==> config.mk <==
export PLATFORM = sky130hd
export DESIGN_NAME = snake_uart_reporter_flat
export DESIGN_NICKNAME = d
export VERILOG_FILES = /design/src/rtl/snake_uart_reporter_if.sv /design/src/rtl/snake_uart_reporter.sv /design/src/flat_wrapper.sv
export SDC_FILE = /design/constraint.sdc
export NUM_CORES = 1
export LEC_CHECK = 0
export CORE_AREA = 8 8 104 106
export CTS_CLUSTER_SIZE = 10
export DETAILED_ROUTE_END_ITERATION = 12
export DIE_AREA = 0 0 112 114
export PLACE_DENSITY_LB_ADDON = 0.3
export SETUP_SLACK_MARGIN = 0.3
export SYNTH_ARGS = -nofsm -noshare
export SYNTH_HDL_FRONTEND = slang
export SYNTH_SLANG_ARGS = --single-unit
==> constraint.sdc <==
create_clock -name clk -period 2.4 [get_ports clk]
set_clock_uncertainty 0.1 [all_clocks]
set_input_delay 0.72 -clock clk [delete_from_list [all_inputs] [get_ports clk]]
set_output_delay 0.72 -clock clk [all_outputs]
set_load 0.1 [all_outputs]
==> src/rtl/snake_uart_reporter_if.sv <==
// +----------------------------------------------------------------------------+
// | snake_uart_reporter_if: game-event request side and UART TX FIFO side.     |
// | Rev 1.0                                                                    |
// +----------------------------------------------------------------------------+
`default_nettype none

interface snake_uart_reporter_if;
  logic       send_req;
  logic [1:0] event_code;
  logic [9:0] score;
  logic       tx_full;
  logic       wr_uart;
  logic [7:0] w_data;
  logic       busy;
  logic       done;

  modport master (
    output send_req, event_code, score, tx_full,
    input  wr_uart, w_data, busy, done
  );

  modport slave (
    input  send_req, event_code, score, tx_full,
    output wr_uart, w_data, busy, done
  );
endinterface

`default_nettype wire

==> src/rtl/snake_uart_reporter.sv <==
// +----------------------------------------------------------------------------+
// | snake_uart_reporter: formats a game event + score as ASCII into UART TX.   |
// | Rev 1.0                                                                    |
// +----------------------------------------------------------------------------+
`default_nettype none

module snake_uart_reporter #(
  parameter int CRLF_EN = 1
) (
  input  logic                        clk,
  input  logic                        rst_n,
  snake_uart_reporter_if.slave        bus
);

  localparam logic [2:0] LAST_IDX = (CRLF_EN != 0) ? 3'd5 : 3'd3;

  typedef enum logic [2:0] {
    IDLE   = 3'd0,
    CONV_H = 3'd1,
    CONV_T = 3'd2,
    SEND   = 3'd3,
    GAP    = 3'd4,
    FINISH = 3'd5
  } state_t;

  state_t     r_state, w_state;
  logic [7:0] r_prefix, w_prefix;
  logic [9:0] r_rem, w_rem;
  logic [3:0] r_hund, w_hund;
  logic [3:0] r_tens, w_tens;
  logic [3:0] r_ones, w_ones;
  logic [2:0] r_idx, w_idx;
  logic       r_wr, w_wr;
  logic [7:0] r_data, w_data_nxt;
  logic       r_busy, w_busy;
  logic       r_done, w_done;
  logic [7:0] w_byte;

  always_comb begin
    case (r_idx)
      3'd0:    w_byte = r_prefix;
      3'd1:    w_byte = 8'h30 + {4'h0, r_hund};
      3'd2:    w_byte = 8'h30 + {4'h0, r_tens};
      3'd3:    w_byte = 8'h30 + {4'h0, r_ones};
      3'd4:    w_byte = 8'h0D;
      3'd5:    w_byte = 8'h0A;
      default: w_byte = 8'h00;
    endcase
  end

  always_comb begin
    w_state    = r_state;
    w_prefix   = r_prefix;
    w_rem      = r_rem;
    w_hund     = r_hund;
    w_tens     = r_tens;
    w_ones     = r_ones;
    w_idx      = r_idx;
    w_wr       = 1'b0;
    w_data_nxt = r_data;
    w_busy     = r_busy;
    w_done     = 1'b0;
    case (r_state)
      IDLE: begin
        if (bus.send_req) begin
          case (bus.event_code)
            2'd0:    w_prefix = 8'h53;
            2'd1:    w_prefix = 8'h47;
            2'd2:    w_prefix = 8'h52;
            default: w_prefix = 8'h3F;
          endcase
          w_rem   = (bus.score > 10'd999) ? 10'd999 : bus.score;
          w_hund  = 4'd0;
          w_tens  = 4'd0;
          w_busy  = 1'b1;
          w_state = CONV_H;
        end
      end
      // Repeated subtraction keeps the datapath to one comparator/subtractor per digit.
      CONV_H: begin
        if (r_rem >= 10'd100) begin
          w_rem  = r_rem - 10'd100;
          w_hund = r_hund + 4'd1;
        end else begin
          w_state = CONV_T;
        end
      end
      CONV_T: begin
        if (r_rem >= 10'd10) begin
          w_rem  = r_rem - 10'd10;
          w_tens = r_tens + 4'd1;
        end else begin
          w_ones  = r_rem[3:0];
          w_idx   = 3'd0;
          w_state = SEND;
        end
      end
      SEND: begin
        if (!bus.tx_full) begin
          w_wr       = 1'b1;
          w_data_nxt = w_byte;
          w_state    = GAP;
        end
      end
      // One idle cycle so tx_full can reflect the write just made.
      GAP: begin
        if (r_idx == LAST_IDX) begin
          w_busy  = 1'b0;
          w_done  = 1'b1;
          w_state = FINISH;
        end else begin
          w_idx   = r_idx + 3'd1;
          w_state = SEND;
        end
      end
      FINISH: begin
        w_state = IDLE;
      end
      default: begin
        w_state = IDLE;
        w_busy  = 1'b0;
      end
    endcase
  end

  always_ff @(posedge clk or negedge rst_n) begin
    if (!rst_n) begin
      r_state  <= IDLE;
      r_prefix <= 8'h00;
      r_rem    <= 10'd0;
      r_hund   <= 4'd0;
      r_tens   <= 4'd0;
      r_ones   <= 4'd0;
      r_idx    <= 3'd0;
      r_wr     <= 1'b0;
      r_data   <= 8'h00;
      r_busy   <= 1'b0;
      r_done   <= 1'b0;
    end else begin
      r_state  <= w_state;
      r_prefix <= w_prefix;
      r_rem    <= w_rem;
      r_hund   <= w_hund;
      r_tens   <= w_tens;
      r_ones   <= w_ones;
      r_idx    <= w_idx;
      r_wr     <= w_wr;
      r_data   <= w_data_nxt;
      r_busy   <= w_busy;
      r_done   <= w_done;
    end
  end

  assign bus.wr_uart = r_wr;
  assign bus.w_data  = r_data;
  assign bus.busy    = r_busy;
  assign bus.done    = r_done;

endmodule

`default_nettype wire
==> src/flat_wrapper.sv <==
// flat-port wrapper written by rule: the top's interface ports become plain ports
module snake_uart_reporter_flat 
#(
  parameter int CRLF_EN = 1
)
  (clk, rst_n, bus_send_req, bus_event_code, bus_score, bus_tx_full, bus_wr_uart, bus_w_data, bus_busy, bus_done);
  snake_uart_reporter_if bus_i ();
  input  logic clk;
  input  logic rst_n;
  input wire logic [$bits(bus_i.send_req)-1:0] bus_send_req;
  input wire logic [$bits(bus_i.event_code)-1:0] bus_event_code;
  input wire logic [$bits(bus_i.score)-1:0] bus_score;
  input wire logic [$bits(bus_i.tx_full)-1:0] bus_tx_full;
  output wire logic [$bits(bus_i.wr_uart)-1:0] bus_wr_uart;
  output wire logic [$bits(bus_i.w_data)-1:0] bus_w_data;
  output wire logic [$bits(bus_i.busy)-1:0] bus_busy;
  output wire logic [$bits(bus_i.done)-1:0] bus_done;
  assign bus_i.send_req = bus_send_req;
  assign bus_i.event_code = bus_event_code;
  assign bus_i.score = bus_score;
  assign bus_i.tx_full = bus_tx_full;
  assign bus_wr_uart = bus_i.wr_uart;
  assign bus_w_data = bus_i.w_data;
  assign bus_busy = bus_i.busy;
  assign bus_done = bus_i.done;
  snake_uart_reporter #(.CRLF_EN(CRLF_EN)) u_core (.clk(clk), .rst_n(rst_n), .bus(bus_i));
endmodule
==> metrics.yaml <==
global_route:
  grt_pass1_wl_um: 11800
  grt_max_degree: 18
  antenna_found_initial: 0
  grt_overflow: 0
  track_usage_pct: 11.2
  grt_pass1_vias: 2353
cts:
  cts_made_buffers: 5
  worst_skew_pair.late_latency_ns: 0.30
  clock-sinks: 44
  cts_tree: "yes"
  clk_pin_slew_ns: 0.09
  clock_path_buffers: 2
  h-tree-depth: 2
  clockRootBuffer: "clkbuf_8"
setup_path:
  slowest_delay_ns: 0.42
  crit_buf_inv: 3
  path_class: "reg -> reg"
  setup.worst_path.start_class: "flip-flop"
  critical_path.top_delay_family: "simple AND/OR/NAND/NOR gates"
  cp_data_required_time_ns: 2.49
  crit_chain: "inv_2 -> ha_4 -> or2b_1 -> nand3_2 -> buf_4 -> a31oi_1 -> buf_4 -> and3b_1 -> o21a_1"
  end_kind: "flip-flop"
  cpMaxStageDelayCell: "dfrtp_1"
  crit_top_cell: "buf_4"
  critPathArrivalTime_ns: 2.11
  cp_max_fo: 5
power:
  ir_worst_vdd_mv: 0.578
  p_sw_mw: 2.27
  internal_power_mw: 2.47
  seq_power_share_pct: 30.2
  p_total_mw: 4.74
  power.share.switching_pct: 47.9
  leakage_nw: 1.48
  p_clk_share_pct: 9.6
  p_per_area_nw_per_um2: 1410
  p_comb_share_pct: 60.2
route:
  antenna_left: 0
  vias: 2322
  post_drt_via_cell_ratio: 5.28
  drtIter0Drc: 201
  first_pass_iters: 6
  route.detailed.wl_per_inst_um: 16.0
  wl_um: 7050
  drc: 0
final_layout:
  drive_above_1_share_pct: 25.8
  finalNetCount: 357
  antenna_cells: 0
  multi_input_area_sq_um: 1510
  final_cell_mix: "buf_4 (41), dfrtp_1 (41), nand2_1 (31), o21ai_0 (23), a21oi_1 (20)"
  regArea_sq_um: 1100
  area_delta_synth_final_pct: 24.6
  fill_cells: 933
synthesis:
  ys_seq_area_share_pct: 40.9
  syn-mean-instance-area_sq_um: 9.51
  synth-edff-count: 0
  syn_area_sq_um: 2690
  yosysWarnings: 0
  ys.flop_type: "dfrtp_1"
  synth-seq-cells: 44
  async_flop_share_pct: 100
  synthDistinctLibCells: 70
  postSynthCellCount: 283
  syn_nets: 311
floorplan:
  start_util_pct: 29.6
  die_h_um: 114
  coreArea_sq_um: 9110
  die-area_sq_um: 12800
  die_w_um: 112
  pin_count: 27
  rows: 35
timing:
  post-route-min-period_ns: 2.02
  slew_viol_final: 0
  finalHoldViolations: 0
  fmax_mhz: 496
  setup_viol_count_final: 0
  final.setup.tns_ns: 0
  finalCritPeriodShare_pct: 84.1
  rsz0062_at_grt: "true"
job:
  maxCapViolCount: 0
placed_design:
  io_buffer_count: 25
  gp_congestion: 0.836
  dpl.hpwl_um: 5310
run_status:
  status: "completed"
hold_path:
  hold_path_class: "in -> async"
[stage by stage]
step | instances | instance area [sq um] | setup WS (ns) | utilization (%) | hold WS (ns)
global route | 440 | 3350 | 0.276 | 36.8 | 0.256
finish | 440 | 3350 | 0.382 | 36.8 | 0.236
floorplan | 283 | 2720 | 0.182 | - | 0.324
CTS | 438 | 3310 | 0.297 | 36.3 | 0.250
detailed placement | 427 | 3180 | -0.0749 | 34.9 | 0.365
global placement | 427 | 3180 | -0.0805 | 34.9 | 0.354
[registers in the layout, indices dropped and copies added, names as in the netlist, 3 cells and up]
name and flops:
u_core.bus.w_data 7, u_core.r_hund 4, u_core.r_idx 3, u_core.r_ones 4, u_core.r_prefix 6, u_core.r_rem 10
u_core.r_state 3, u_core.r_tens 4
[synth_stat cells (2+ instances only)]
| cell type | count | area [sq um] |
|---|---|---|
| a21oi_1 | 20 | 100 |
| dfrtp_1 | 44 | 1100 |
| xnor2_1 | 2 | 17.5 |
| a22oi_1 | 3 | 22.5 |
| o21a_1 | 2 | 15.0 |
| mux2_2 | 5 | 56.3 |
| mux2i_1 | 2 | 20.0 |
| nor4_1 | 2 | 12.5 |
| a211oi_1 | 4 | 30.0 |
| nor3b_1 | 2 | 15.0 |
| nand3_2 | 2 | 20.0 |
| buf_4 | 4 | 30.0 |
| a21o_1 | 5 | 37.5 |
| ha_1 | 12 | 150 |
| inv_1 | 10 | 37.5 |
| nand3_1 | 12 | 60.1 |
| o22ai_1 | 2 | 12.5 |
| nand4_1 | 2 | 12.5 |
| nand2_1 | 31 | 116 |
| nor3_1 | 2 | 10.0 |
| or3_1 | 2 | 12.5 |
| buf_2 | 3 | 15.0 |
| clkbuf_1 | 10 | 37.5 |
| o31ai_1 | 6 | 45.0 |
| a31oi_1 | 2 | 12.5 |
| nor2_1 | 13 | 48.8 |
| a32oi_1 | 2 | 17.5 |
| o21ai_0 | 23 | 115 |
| o22a_1 | 2 | 17.5 |
| nor2b_1 | 7 | 43.8 |
| a22o_1 | 4 | 35.0 |
| mux2_4 | 3 | 45.0 |
[cell families (layout without fill, tap and decap cells)]
| kind of cell | Yosys count | after routing | synth area share (%) |
|---|---|---|---|
| other cells | 1 | 1 | 0.139 |
| simple gates | 91 | 91 | 19.2 |
| compound gates | 93 | 93 | 23.7 |
| flops | 44 | 44 | 40.9 |
| mux | 10 | 10 | 4.51 |
| buf+inv | 29 | 75 | 5.07 |
| xor+xnor | 3 | 3 | 0.976 |
| fa+ha+maj | 12 | 12 | 5.58 |
[layout make-up]
class / count / share of cell area [%]
multi-input cells: 210 / 45.1
inverters: 10 / 1.12
clock buffers: 5 / 2.05
repair buffers: 58 / 14.2
clock inverters: 2 / 0.373
well taps: 111 / 4.14
flip-flops and latches: 44 / 32.9
[power by group through the flow]
stage	combinational [mW]	clock [mW]	sequential (mW)
floorplan	1.70	0	1.67
global placement	2.65	0	1.45
detailed placement	2.68	0	1.44
CTS	2.80	0.472	1.41
global route	3.10	0.503	1.48
finish	2.85	0.457	1.43
[final timing paths]
kind | start | endpoint | slack (ns) | depth (start not counted)
max | u_core.r_rem[2] | u_core.r_hund[2] | 0.38 | 9
min | rst_n | u_core.r_rem[7] | 0.24 | 1
max reg2reg | u_core.r_rem[2] | u_core.r_hund[2] | 0.38 | 9
min reg2reg | u_core.bus.w_data[4] | u_core.bus.w_data[4] | 0.38 | 2
max in group asynchronous | rst_n | u_core.bus.w_data[5] | 1.37 | 2
min in group clk | u_core.bus.w_data[4] | u_core.bus.w_data[4] | 0.38 | 2
[routing by layer]
metal | wire, um | track usage, % | vias up
li1 | - | - | 1130
met1 | 3540 | 15.0 | 1149
met2 | 3200 | 18.0 | 37
met3 | 230 | 2.06 | 6
met4 | 83 | 3.51 | 0
met5 | 0 | 0 | -
[repair_timing]
item,4_1_cts,5_1_grt
endpoints found under the setup margin,10,15
pin swaps,0,4
buffers inserted,4,2
gates cloned,0,0
hold buffers,0,0
gates resized for setup,4,10
(Power assumes the default switching activity.)
